--- src/rtl/scope_pkg.sv ---
// rtl/scope_pkg.sv - shared ADC width and pattern mode encodings
package scope_pkg;

  localparam int ADC_DATA_W = 8;

  localparam logic [1:0] MODE_RAMP   = 2'd0;
  localparam logic [1:0] MODE_TRI    = 2'd1;
  localparam logic [1:0] MODE_SQUARE = 2'd2;
  localparam logic [1:0] MODE_CONST  = 2'd3;

endpackage

--- src/rtl/edge_sync.sv ---
// rtl/edge_sync.sv - multi-flop synchroniser with a one-cycle rising-edge pulse
module edge_sync #(
  parameter int STAGES = 2
) (
  input  logic clk,
  input  logic rst_n,
  input  logic din,
  output logic rise
);

  logic [STAGES-1:0] sync_q;
  logic              prev_q;

  always_ff @(posedge clk or negedge rst_n) begin
    if (!rst_n) begin
      sync_q <= '0;
      prev_q <= 1'b0;
    end else begin
      sync_q <= {sync_q[STAGES-2:0], din};
      prev_q <= sync_q[STAGES-1];
    end
  end

  assign rise = sync_q[STAGES-1] & ~prev_q;

endmodule

--- src/rtl/adc_emulator.sv ---
// rtl/adc_emulator.sv - pipelined 8-bit parallel ADC stand-in driven by the scope's ADC clock
module adc_emulator
  import scope_pkg::*;
#(
  parameter int DATA_W      = ADC_DATA_W,
  parameter int PIPE_LAT    = 3,
  parameter int SQ_HALF     = 64,
  parameter int SYNC_STAGES = 2
) (
  input  logic              iCLK,
  input  logic              iRST_N,
  input  logic              iADC_CLK,
  input  logic              iADC_nOE,
  input  logic [1:0]        iMODE,
  input  logic [DATA_W-1:0] iCONST,
  output logic [DATA_W-1:0] oADC_Byte,
  output logic              oADC_DRIVE,
  output logic              oSTROBE
);

  localparam int SQ_W = (SQ_HALF > 1) ? $clog2(SQ_HALF) : 1;
  localparam logic [DATA_W-1:0] ONE    = DATA_W'(1);
  localparam logic [SQ_W-1:0]   SQ_ONE = SQ_W'(1);
  localparam logic [SQ_W-1:0]   SQ_END = SQ_W'(SQ_HALF - 1);

  logic tick;

  edge_sync #(.STAGES(SYNC_STAGES)) u_clk_sync (
    .clk   (iCLK),
    .rst_n (iRST_N),
    .din   (iADC_CLK),
    .rise  (tick)
  );

  logic [SYNC_STAGES-1:0] noe_sync_q;
  logic [1:0]             mode_q;
  logic [DATA_W-1:0]      cnt_q;
  logic                   dir_down_q;
  logic                   sq_phase_q;
  logic [SQ_W-1:0]        sq_cnt_q;
  logic [DATA_W-1:0]      pipe_q [PIPE_LAT];
  logic [DATA_W-1:0]      out_q;
  logic                   drive_q;
  logic                   strobe_q;

  logic                   restart;
  logic [DATA_W-1:0]      base_cnt;
  logic                   base_down;
  logic                   base_phase;
  logic [SQ_W-1:0]        base_sq;
  logic [DATA_W-1:0]      gen;
  logic [DATA_W-1:0]      cnt_d;
  logic                   dir_down_d;
  logic                   sq_phase_d;
  logic [SQ_W-1:0]        sq_cnt_d;

  // A mode change restarts the generator so the new pattern starts at phase 0 on this tick.
  always_comb begin
    restart    = (iMODE != mode_q);
    base_cnt   = restart ? '0 : cnt_q;
    base_down  = restart ? 1'b0 : dir_down_q;
    base_phase = restart ? 1'b0 : sq_phase_q;
    base_sq    = restart ? '0 : sq_cnt_q;
    gen        = '0;
    cnt_d      = base_cnt;
    dir_down_d = base_down;
    sq_phase_d = base_phase;
    sq_cnt_d   = base_sq;
    case (iMODE)
      MODE_RAMP: begin
        gen   = base_cnt;
        cnt_d = base_cnt + ONE;
      end
      MODE_TRI: begin
        gen = base_cnt;
        if (!base_down) begin
          if (base_cnt == '1) begin
            dir_down_d = 1'b1;
            cnt_d      = base_cnt - ONE;
          end else begin
            cnt_d = base_cnt + ONE;
          end
        end else begin
          if (base_cnt == '0) begin
            dir_down_d = 1'b0;
            cnt_d      = base_cnt + ONE;
          end else begin
            cnt_d = base_cnt - ONE;
          end
        end
      end
      MODE_SQUARE: begin
        gen = base_phase ? '1 : '0;
        if (base_sq == SQ_END) begin
          sq_cnt_d   = '0;
          sq_phase_d = ~base_phase;
        end else begin
          sq_cnt_d = base_sq + SQ_ONE;
        end
      end
      default: gen = iCONST;
    endcase
  end

  always_ff @(posedge iCLK or negedge iRST_N) begin
    if (!iRST_N) begin
      noe_sync_q <= '0;
      mode_q     <= MODE_RAMP;
      cnt_q      <= '0;
      dir_down_q <= 1'b0;
      sq_phase_q <= 1'b0;
      sq_cnt_q   <= '0;
      pipe_q     <= '{default: '0};
      out_q      <= '0;
      drive_q    <= 1'b0;
      strobe_q   <= 1'b0;
    end else begin
      noe_sync_q <= {noe_sync_q[SYNC_STAGES-2:0], iADC_nOE};
      drive_q    <= ~noe_sync_q[SYNC_STAGES-1];
      strobe_q   <= tick;
      if (tick) begin
        mode_q     <= iMODE;
        cnt_q      <= cnt_d;
        dir_down_q <= dir_down_d;
        sq_phase_q <= sq_phase_d;
        sq_cnt_q   <= sq_cnt_d;
        pipe_q[0]  <= gen;
        for (int k = 1; k < PIPE_LAT; k++) pipe_q[k] <= pipe_q[k-1];
        out_q      <= pipe_q[PIPE_LAT-1];
      end
    end
  end

  assign oADC_Byte  = drive_q ? out_q : '0;
  assign oADC_DRIVE = drive_q;
  assign oSTROBE    = strobe_q;

endmodule

--- config.mk ---
export PLATFORM = sky130hd
export DESIGN_NAME = adc_emulator
export DESIGN_NICKNAME = d
export VERILOG_FILES = /design/src/rtl/scope_pkg.sv /design/src/rtl/edge_sync.sv /design/src/rtl/adc_emulator.sv
export SDC_FILE = /design/constraint.sdc
export NUM_CORES = 1
export LEC_CHECK = 0
export ABC_CLOCK_PERIOD_IN_PS = 4900
export CORE_MARGIN = 1.5
export CORE_UTILIZATION = 46
export DETAILED_ROUTE_END_ITERATION = 7
export HOLD_SLACK_MARGIN = 0.03
export PLACE_DENSITY = 0.71
export SLEW_MARGIN = 20
export SYNTH_ARGS = -nofsm -noshare
export SYNTH_HDL_FRONTEND = slang
export SYNTH_HIERARCHICAL = 1
export SYNTH_SLANG_ARGS = --single-unit
--- constraint.sdc ---
create_clock -name iCLK -period 4.9 [get_ports iCLK]
set_clock_uncertainty 0.15 [all_clocks]
set_input_delay 0.98 -clock iCLK [delete_from_list [all_inputs] [get_ports iCLK]]
set_output_delay 0.98 -clock iCLK [all_outputs]
set_load 0.005 [all_outputs]
## Word level (Yosys, flattened, before mapping)

Cells that the tools add are included.

- Output and inout bits: 10
- Register bits: 57

- Mux-type cells: 19
- Bitwise logic cells: 4
- Equal/unequal tests: 5
- Add/sub/neg operators: 3
- Reduce and logical (&&, ||, !) cells: 3

Operators with widths:

| kind | number |
|---|---|
| $mux W8 | 6 |
| $pmux W8 S2 | 2 |
| $mux W6 | 3 |
| $add A8 B1 Y8 const B | 1 |
| $eq A8 B8 Y1 const B | 1 |
| $logic_not A8 Y1 | 1 |
| $mux W1 | 8 |
| $sub A8 B1 Y8 const B | 1 |
| $add A6 B1 Y6 const B | 1 |
| $eq A6 B6 Y1 const B | 1 |
| $not A1 Y1 | 3 |
| $eq A2 B1 Y1 const B | 1 |
| $eq A2 B2 Y1 const B | 1 |
| $logic_not A2 Y1 | 1 |
| $ne A2 B2 Y1 | 1 |
| $reduce_or A2 Y1 | 1 |
| $and A1 B1 Y1 | 1 |

## Depth between registers and ports, before layout

Gate-level depths: netlist of the first run.

- Word-level depth: 6
- Gate-level depth with buffers: 11
- Gate-level depth less buffers: 10

## Modules after synthesis

Netlist of the first run, hierarchy kept.

By module, submodules not included:

| module | seq. area each (sq um) | instances | cells an instance | area an instance (sq um) |
|---|---|---|---|---|
| adc_emulator | 1351.3 | 1 | 295 | 2959.1 |
| edge_sync | 75.1 | 1 | 4 | 88.8 |

## Worst setup path before layout of the first run

OpenSTA, ideal clock, no wires.

- Path kind: input to register
- From: input port iMODE[1]
- To: register cnt_q[4]
- Setup time: 0.124 ns
- Data required time: 4.626 ns
- Stages on the path: 10
- Arrival: 2.982 ns
- Setup slack: 1.644 ns
- Buffers on the path: 1
- Cell sequence: buf_2 > xor2_2 > nor2_2 > nand2_1 > ha_1 > or3b_1 > o311ai_2 > nand2_2 > o311a_1 > a211o_1

- Word-level cells in the longest chain between the ends: 6
- Elaborated cells between the ends (all ways): 13

Ends and longest elaborated chain:

| item | RTL line | RTL |
|---|---|---|
| start: declaration | adc_emulator.sv:14 | `input logic [1:0] iMODE,` |
| $ne A2 B2 Y1 | adc_emulator.sv:59 | `restart = (iMODE != mode_q);` |
| $mux W8 | adc_emulator.sv:60 | `base_cnt = restart ? '0 : cnt_q;` |
| $add A8 B1 Y8 (tied with other cells) | adc_emulator.sv:72, adc_emulator.sv:81, adc_emulator.sv:86 |  |
| $mux W8 (on tied branches) | adc_emulator.sv:77, adc_emulator.sv:84 |  |
| $mux W8 | adc_emulator.sv:76 | `if (!base_down) begin` |
| $pmux W8 S2 * | adc_emulator.sv:69 | `case (iMODE)` |
| end signal: assignment | adc_emulator.sv:123 | `cnt_q <= cnt_d;` |
| end: declaration | adc_emulator.sv:37 | `logic [DATA_W-1:0] cnt_q;` |

Mark *: on every way between the ends. The rest lies on a longest branch, timed or not.
A chain may end at the register's enable or synchronous reset.

## Worst setup path in the final report of the first run

- From: input port iMODE[1]
- To: register cnt_q[3]

The elaborated chain is that of the path after synthesis.

==> results of run 1 <==
sequential cells by signal, indices dropped and copies added, names as in the netlist, 2 cells and up:
signal	flops
cnt_q	8
mode_q	2
noe_sync_q	2
out_q	8
pipe_q	24
sq_cnt_q	6
u_clk_sync/sync_q	2
metrics by stage:
step	setup WS, ps	instances	util	area (µm²)	total power [mW]
detailed placement	936	384	0.519	3320	0.940
global placement	951	384	0.519	3320	0.932
CTS	1280	400	0.555	3550	1.45
global route	1080	400	0.555	3550	1.51
floorplan	1640	299	-	3050	0.826
finish	1220	400	0.555	3550	1.44
layout make-up:
cell class                 count  area (µm²)  share of cell area
multi-input combinational    214        1500               0.422
sequential                    57        1430               0.402
timing repair buffer          29         270              0.0762
clock buffer                  12         155              0.0437
tap                           77        96.3              0.0272
clock inverter                 4        75.1              0.0212
inverter                       7        26.3             0.00741
cell families after synthesis:
kind of cell,Yosys count,synth area share
multiplexers,26,0.0961
XOR/XNOR,7,0.0250
flip-flops,57,0.468
AO/OA/AOI/OAI,75,0.168
adder cells (fa/ha/maj),3,0.0123
buffers and inverters,28,0.0406
AND/OR/NAND/NOR,103,0.190
cell usage after synthesis (all sizes together), types with 3 or more instances:
master | n | area, µm²
and2 | 9 | 56.3
ha | 3 | 37.5
a31oi | 9 | 56.3
mux2 | 26 | 293
inv | 7 | 26.3
and3 | 9 | 56.3
o31ai | 4 | 30.0
xor2 | 3 | 41.3
buf | 13 | 67.6
xnor2 | 4 | 35.0
nor3 | 7 | 40.0
nor4 | 4 | 37.5
a21oi | 10 | 50.1
nand3 | 19 | 95.1
o22a | 8 | 70.1
dfrtp | 57 | 1430
clkbuf | 8 | 30.0
nand2 | 27 | 104
o21ai | 22 | 110
nor2b | 4 | 32.5
nor2 | 12 | 47.6
a211oi | 5 | 37.5
worst paths after layout:
kind / from / endpoint / slack, ps / cells past startpoint
max in group asynchronous: iRST_N / pipe_q[21] / 3350 / 2
worst min-delay path: noe_sync_q[0] / noe_sync_q[1] / 200 / 0
worst max register to register: mode_q[0] / cnt_q[3] / 1980 / 9
worst min register to register: noe_sync_q[0] / noe_sync_q[1] / 200 / 0
worst max-delay path: iMODE[1] / cnt_q[3] / 1220 / 11
min in group asynchronous: iRST_N / sq_cnt_q[2] / 390 / 1
power groups by stage:
| stage | registers (mW) | logic [mW] | clock network [mW] |
|---|---|---|---|
| 2_1_floorplan | 0.613 | 0.213 | 0 |
| 3_3_place_gp | 0.641 | 0.291 | 0 |
| 3_5_place_dp | 0.646 | 0.294 | 0 |
| 4_1_cts | 0.638 | 0.296 | 0.517 |
| 5_1_grt | 0.652 | 0.327 | 0.536 |
| 6_report | 0.639 | 0.295 | 0.504 |
worst register-to-register path: stages (launching register included):
cell and delay, ps:
dfrtp_1 480, xnor2_1 240, and3_1 230, inv_1 80
ha_1 320, nor4b_4 380, a21oi_1 120, a311oi_1 530
nand4_1 160, o211ai_1 140
routing by layer:
metal	part of all wire	vias up	routed length (µm)	track usage
met5	0	-	0	0
met4	0.0092	0	64	0.0572
met3	0.054	6	378	0.0600
met2	0.46	67	3220	0.326
met1	0.47	1188	3290	0.303
li1	-	1137	-	-
==> results by group, run 1 <==
Status
  – Status: finished clean

Pwr
  – Switch share: 0.280
  – Gate power share: 0.205
  – Leakage power: 1.50 nW
  – PwrDens: 405 nW/µm²
  – Clock share of power: 0.350
  – Worst vdd ir: 0.000391 V
  – NetSw: 402 µW
  – Reg power frac: 0.445
  – Internal: 1.03 mW

Critical path
  – Critical Path Fanout Max: 7
  – CP Buf/Inv Count: 3
  – Max incr delay on CP: 610 ps
  – CP startpoint kind: input pin
  – Critical path required time: 5000 ps
  – Slowest-stage cell, CP: clkdlybuf4s50_1
  – CP Class: in2reg
  – Crit end category: flop
  – Crit path DAT: 3780 ps
  – Crit-path cells: clkdlybuf4s50_1, xnor2_1, buf_4, and3_1, inv_1, ha_1, nor4b_4, a21oi_1, a311oi_1, nand4_1, o211ai_1
  – CP top delay family: buffers and inverters

Synth
  – Syn Nets: 316
  – Syn_area_per_cell: 10.2 µm²
  – Ys async rst share: 1.00
  – Yosys cell types: 55
  – Synthesized cell area: 3050 µm²
  – Post-synth EDFFs: 0
  – Synth Instances: 299
  – Synthesis Warnings: 6
  – Post-synthesis register bit count: 57
  – Register area share after synthesis: 0.468
  – Most used DFF post-synth: dfrtp_1

GRT
  – Initial antenna violation count: 0
  – Total Routing Usage GR: 0.214
  – First-pass GRT wire length: 12.0 mm
  – Largest net degree at the start of global routing: 44
  – Vias in the first global route: 2367
  – Total gr overflow: 0

Routing
  – Drt first-iter violations: 165
  – Vias/cell: 6.00
  – Residual DRC: 0
  – Antenna-violating nets left: 0
  – WL per Instance: 17.4 µm
  – Post-Route WL: 6.95 mm
  – Drt pass-1 iters: 4
  – Total number of vias: 2398

Cells and area
  – Synth-to-layout area growth: 16.4%
  – Share of layout cells above drive strength 1: 0.183
  – Fill cells: 578
  – Most frequent cells in the layout: dfrtp_1 (57), nand2_1 (26), mux2_2 (26)
  – N_diodes: 0
  – Most common cell after layout, fill and taps aside: dfrtp_1
  – Final net count: 335

CTS
  – Post-CTS Resized: 0
  – Htree depth: 3
  – Root Driver: clkbuf_8
  – Inserted Clock Buffers: 9
  – Bufs on Longest Clock Path: 2
  – Clock slew at reported path FFs: 70 ps
  – Hold buffer count at cts: 0
  – Num Clock Sinks: 57
  – Post-CTS Setup Bufs: 0
  – Clock latency on the worst-skew pair: 330 ps
  – CTS tree: yes

Timing
  – Slew margin rel.: 0.612
  – Final hold violations: 0
  – RSZ-0062 raised after global routing: false
  – Fmax: 271 MHz
  – Hold WS: 198 ps
  – Final slew viol count: 0
  – Final setup vio count: 0
  – Actual slew at the worst max-slew pin: 578 ps
  – Setup TNS: 0 ps
  – Crit share post-route: 0.752
  – Min Tclk post-route: 3680 ps

Min path
  – Min-Delay Path Class: reg2reg

Floorplan
  – Ports: 24
  – Die area: 7120 µm²
  – Die W: 84.4 µm
  – FP Rows: 29
  – Die Y: 84.4 µm
  – Core area: 6390 µm²
  – Initial Util: 0.477

Placed design
  – Final Wtd Congestion: 0.915
  – Port bufs: 23
  – HPWL Detailed: 4.64 mm

Flow run
  – Max cap viols: 0
Note: power is estimated with default switching activity, not from simulation.
==> run 2: changes to the inputs <==
ABC_CLOCK_PERIOD_IN_PS = 3800   (was 4900)
clock period = 3.8 ns   (was 4.9 ns; I/O delays follow)
==> results by group, run 2 (same netlist as run 1, synthesis figures left out) <==
Status
  – Status: finished clean

GRT
  – Largest net degree at the start of global routing: 56 (+27%)
  – Total gr overflow: 0 (unchanged)
  – Vias in the first global route: 2407 (+1.7%)
  – Initial antenna violation count: 0 (unchanged)
  – First-pass GRT wire length: 11.4 mm (-5.0%)
  – Total Routing Usage GR: 0.204 (-0.0102)

Cells and area
  – Final net count: 339 (+1.2%)
  – Synth-to-layout area growth: 17.4%
  – Most frequent cells in the layout: dfrtp_1 (57), nand2_1 (26), mux2_2 (26)
  – Core Util, Final: 0.560 (+0.00470)
  – Max reg flops: 24 (unchanged)
  – Top Registers: pipe_q: 24 flops, cnt_q: 8 flops, out_q: 8 flops
  – Most flops, register: pipe_q
  – Share of layout cells above drive strength 1: 0.193 (+0.0100)
  – Most common cell after layout, fill and taps aside: dfrtp_1
  – Fill cells: 552 (-4.5%)
  – N_diodes: 0 (unchanged)

Pwr
  – Reg power frac: 0.441 (-0.004)
  – Gate power share: 0.210 (+0.005)
  – Clock share of power: 0.349 (about the same)
  – Leakage power: 1.52 nW (+1.3%)
  – Worst vdd ir: 0.000426 V (+8.8%)
  – NetSw: 517 µW (+29%)
  – PwrDens: 520 nW/µm² (+28%)
  – Switch share: 0.278 (-0.00160)
  – Internal: 1.34 mW (+30%)

CTS
  – CTS tree: yes
  – Htree depth: 3 (unchanged)
  – Post-CTS Setup Bufs: 0 (unchanged)
  – Post-CTS Resized: 0 (unchanged)
  – Inserted Clock Buffers: 9 (unchanged)
  – Num Clock Sinks: 57 (unchanged)
  – Bufs on Longest Clock Path: 2 (unchanged)
  – Hold buffer count at cts: 0 (unchanged)
  – Root Driver: clkbuf_8
  – Clock slew at reported path FFs: 70 ps (about the same)
  – Clock latency on the worst-skew pair: 330 ps (about the same)

Critical path
  – Crit-path cells: clkdlybuf4s50_1, xnor2_1, and3_1, inv_1, ha_1, or3b_1, o311ai_2, nand2_2, o311a_1, a211o_1
  – Crit end category: flop
  – Critical path required time: 3870 ps (-1130 ps)
  – Crit path DAT: 3330 ps (-450 ps)
  – Critical Path Fanout Max: 5 (-2)
  – CP startpoint kind: input pin
  – Slowest-stage cell, CP: clkdlybuf4s50_1
  – Max incr delay on CP: 680 ps (+70 ps)
  – CP Class: in2reg

Routing
  – Residual DRC: 0 (unchanged)
  – Total number of vias: 2395 (-0.13%)
  – Vias/cell: 5.93 (-1.1%)
  – WL per Instance: 16.7 µm (-4.1%)
  – Antenna-violating nets left: 0 (unchanged)
  – Drt first-iter violations: 342 (+110%)
  – Post-Route WL: 6.74 mm (-3.1%)
  – Drt pass-1 iters: 4 (unchanged)

Min path
  – Min-Delay Path Class: in2async

Placed design
  – HPWL Detailed: 4.57 mm (-1.7%)
  – Port bufs: 23 (unchanged)
  – Final Wtd Congestion: 0.983 (+7.5%)

Floorplan
  – Ports: 24 (unchanged)
  – Die Y: 84.4 µm (unchanged)
  – Initial Util: 0.477 (unchanged)
  – FP Rows: 29 (unchanged)
  – Die W: 84.4 µm (unchanged)
  – Die area: 7120 µm² (unchanged)
  – Core area: 6390 µm² (unchanged)

Timing
  – Min Tclk post-route: 3260 ps
  – Final hold violations: 0 (unchanged)
  – Final slew viol count: 0 (unchanged)
  – Fmax: 307 MHz
  – Actual slew at the worst max-slew pin: 579 ps (+0.785 ps)
  – Slew margin rel.: 0.614 (+0.00209)
  – Final setup vio count: 0 (unchanged)
  – Setup TNS: 0 ps (unchanged)
  – Crit share post-route: 0.857
  – RSZ-0062 raised after global routing: false

Flow run
  – Max cap viols: 0 (unchanged)
==> run 2: per-stage QoR <==
stage                     cell area, µm²  hold WS [ps]  setup WS [ps]  total power [mW]  cells
after floorplan                     3050           181            764              1.06    299
after global placement              3350           183            328              1.21    388
after detailed placement            3350           190            211              1.22    388
after CTS                           3580           201            560              1.88    404
after global routing                3580           213            375              1.96    404
final                               3580           195            542              1.86    404
==> run 2: critical path, delay by kind of cell <==
family / cells / cell delay (ps)
XOR/XNOR: 1 / 140
AO/OA/AOI/OAI: 3 / 710
buffers and inverters: 2 / 770
AND/OR/NAND/NOR: 3 / 760
adder cells (fa/ha/maj): 1 / 200
==> run 2: metal layers <==
metal  vias up  global-route usage  wire length, µm
met1      1145               0.278             3150
met3        14              0.0619              467
met2        85               0.305             2990
met5         -                   0                0
li1       1151                   -                -
met4         0              0.0836              134
==> run 2: power groups by stage <==
stage	registers, mW	clock network, mW	logic (mW)
after floorplan	0.791	0	0.274
after global placement	0.823	0	0.384
after detailed placement	0.830	0	0.389
after CTS	0.819	0.666	0.391
after global routing	0.840	0.690	0.433
final	0.820	0.649	0.390
==> run 2: layout make-up <==
| class | instances | area, µm² | share of cell area |
|---|---|---|---|
| multi-input combinational | 214 | 1500 | 0.419 |
| sequential | 57 | 1430 | 0.399 |
| timing repair buffer | 33 | 300 | 0.0839 |
| clock buffer | 12 | 155 | 0.0434 |
| tap | 77 | 96.3 | 0.0269 |
| clock inverter | 4 | 75.1 | 0.0210 |
| inverter | 7 | 26.3 | 0.00735 |
==> run 2: worst paths after layout <==
check | startpoint | to | slack (ps) | cells past startpoint
max | iMODE[1] | cnt_q[4] | 540 | 10
min reg2reg | noe_sync_q[0] | noe_sync_q[1] | 200 | 0
min in group iCLK | noe_sync_q[0] | noe_sync_q[1] | 200 | 0
max in group asynchronous | iRST_N | pipe_q[17] | 2470 | 2
min | iRST_N | sq_cnt_q[2] | 200 | 1
max reg2reg | mode_q[0] | cnt_q[4] | 1090 | 9
==> run 3: changes to the inputs <==
CORE_MARGIN = not set   (was 1.5)
==> results by group, run 3 (same netlist as run 1, synthesis figures left out) <==
Critical path
  – Critical path launch point: iMODE[1]
  – R2R depth: 9 (unchanged)
  – RR Endpoint: cnt_q[4]
  – CP startpoint kind: input pin
  – FF-to-FF setup slack: 1010 ps (-80 ps)
  – CP Class: in2reg
  – Critical path required time: 3870 ps (about the same)
  – Critical Path Fanout Max: 7 (+2)
  – Crit end category: flop
  – Worst R2R Start: mode_q[0]
  – Crit path DAT: 3420 ps (+90 ps)

Cells and area
  – Most common cell after layout, fill and taps aside: dfrtp_1
  – Filler-free cell count of the finished design: 407 (+0.74%)
  – Synth-to-layout area growth: 18.6%
  – Max reg flops: 24 (unchanged)
  – Final net count: 342 (+0.88%)
  – Most frequent cells in the layout: dfrtp_1 (57), nand2_1 (26), mux2_2 (26)
  – N_diodes: 0 (unchanged)
  – Most flops, register: pipe_q
  – Share of layout cells above drive strength 1: 0.200 (+0.00734)
  – Top Registers: pipe_q: 24 flops, cnt_q: 8 flops, out_q: 8 flops

Floorplan
  – Initial Util: 0.477 (unchanged)
  – Ports: 24 (unchanged)
  – Die W: 83.4 µm (-1.2%)
  – Die area: 6960 µm² (-2.4%)
  – Die Y: 83.4 µm (-1.2%)
  – Core area: 6390 µm² (unchanged)
  – FP Rows: 29 (unchanged)

CTS
  – Post-CTS Resized: 0 (unchanged)
  – Htree depth: 3 (unchanged)
  – Num Clock Sinks: 57 (unchanged)
  – Bufs on Longest Clock Path: 2 (unchanged)
  – Hold buffer count at cts: 0 (unchanged)
  – CTS tree: yes
  – Root Driver: clkbuf_8
  – Clock slew at reported path FFs: 70 ps (about the same)
  – Post-CTS Setup Bufs: 0 (unchanged)
  – Clock latency on the worst-skew pair: 330 ps (about the same)
  – Inserted Clock Buffers: 9 (unchanged)

Timing
  – Setup TNS: 0 ps (unchanged)
  – Final slew viol count: 0 (unchanged)
  – Crit share post-route: 0.881 (+0.0238)
  – Actual slew at the worst max-slew pin: 728 ps (+149 ps)
  – Slew margin rel.: 0.514 (-0.0996)
  – Final setup vio count: 0 (unchanged)
  – Final hold violations: 0 (unchanged)
  – Fmax: 299 MHz (-2.7%)
  – Min Tclk post-route: 3350 ps (+90.3 ps)
  – RSZ-0062 raised after global routing: false

GRT
  – Total Routing Usage GR: 0.220 (+0.0167)
  – Largest net degree at the start of global routing: 33 (-41%)
  – Vias in the first global route: 2375 (-1.3%)
  – Total gr overflow: 0 (unchanged)
  – Initial antenna violation count: 0 (unchanged)
  – First-pass GRT wire length: 12.0 mm (+5.5%)

Min path
  – Min-delay src: u_clk_sync/sync_q[0]
  – Hold path cells: 0
  – Destination of the worst hold path: u_clk_sync/sync_q[1]
  – Min-Delay Path Class: reg2reg

Routing
  – Drt pass-1 iters: 4 (unchanged)
  – Residual DRC: 0 (unchanged)
  – Total number of vias: 2426 (+1.3%)
  – Post-Route WL: 6.94 mm (+3.0%)
  – Drt first-iter violations: 214 (-37%)
  – WL per Instance: 17.1 µm (+2.3%)
  – Antenna-violating nets left: 0 (unchanged)
  – Vias/cell: 5.96 (+0.55%)

Status
  – Status: finished clean

Pwr
  – Leakage power: 1.55 nW (+1.7%)
  – Worst vdd ir: 0.000400 V (-5.9%)
  – PwrDens: 529 nW/µm² (+1.7%)
  – Total power: 1.91 mW (+2.8%)

Flow run
  – Max cap viols: 0 (unchanged)

Placed design
  – Final Wtd Congestion: 0.918 (-6.6%)
  – Port bufs: 23 (unchanged)
  – Post-placement cell count: 391 (+0.77%)
  – HPWL Detailed: 4.77 mm (+4.4%)
-- run 3: changes by cell type in the layout (fill, tap and decap cells not counted), sizes merged --
| cell | change |
|---|---|
| buf | +3 |
| bufinv | +1 |
| clkbuf | -1 |
| clkinv | +1 |
| clkinvlp | -1 |
-- run 3: worst max path at each step --
stage	end	slack, ps	cells past startpoint
6_report	cnt_q[4]	450	10
2_1_floorplan	cnt_q[4]	760	10
4_1_cts	cnt_q[4]	500	10
5_1_grt	cnt_q[4]	310	10
3_5_place_dp	cnt_q[4]	150	10
3_3_place_gp	cnt_q[4]	220	10
-- run 3: where the power goes --
part	switching, mW	leakage [nW]	internal [mW]	total [mW]
combinational	0.186	0.732	0.211	0.397
clock	0.240	0.120	0.453	0.693
sequential	0.0920	0.697	0.728	0.820
-- run 3: final cells by class --
cell class,count,area [µm²]
clock inverters,5,103
clock buffers,11,141
well taps,77,96.3
inverters,7,26.3
repair buffers,36,323
flip-flops and latches,57,1430
fillers,557,2770
multi-input cells,214,1500
-- run 3: critical path, stage by stage --
cell and delay, ps:
clkdlybuf4s50_1 640, xnor2_1 150, and3_1 200, inv_1 90, ha_1 290, or3b_1 430, o311ai_2 330, nand2_2 140
o311a_1 150, a211o_1 220
-- run 3: per-layer routing --
layer,part of all wire,GRT usage
met2,0.49,0.340
met4,0.0082,0.0611
met1,0.46,0.307
met5,0,0
met3,0.044,0.0577
-- run 3: per-stage QoR --
step | worst slack (ps) | hold slack (ps) | instance area [µm²] | utilization
5_1_grt | 312 | 215 | 3610 | 0.566
4_1_cts | 503 | 208 | 3610 | 0.566
3_5_place_dp | 154 | 190 | 3370 | 0.528
2_1_floorplan | 764 | 181 | 3050 | -
6_report | 452 | 208 | 3610 | 0.566
3_3_place_gp | 221 | 189 | 3370 | 0.528
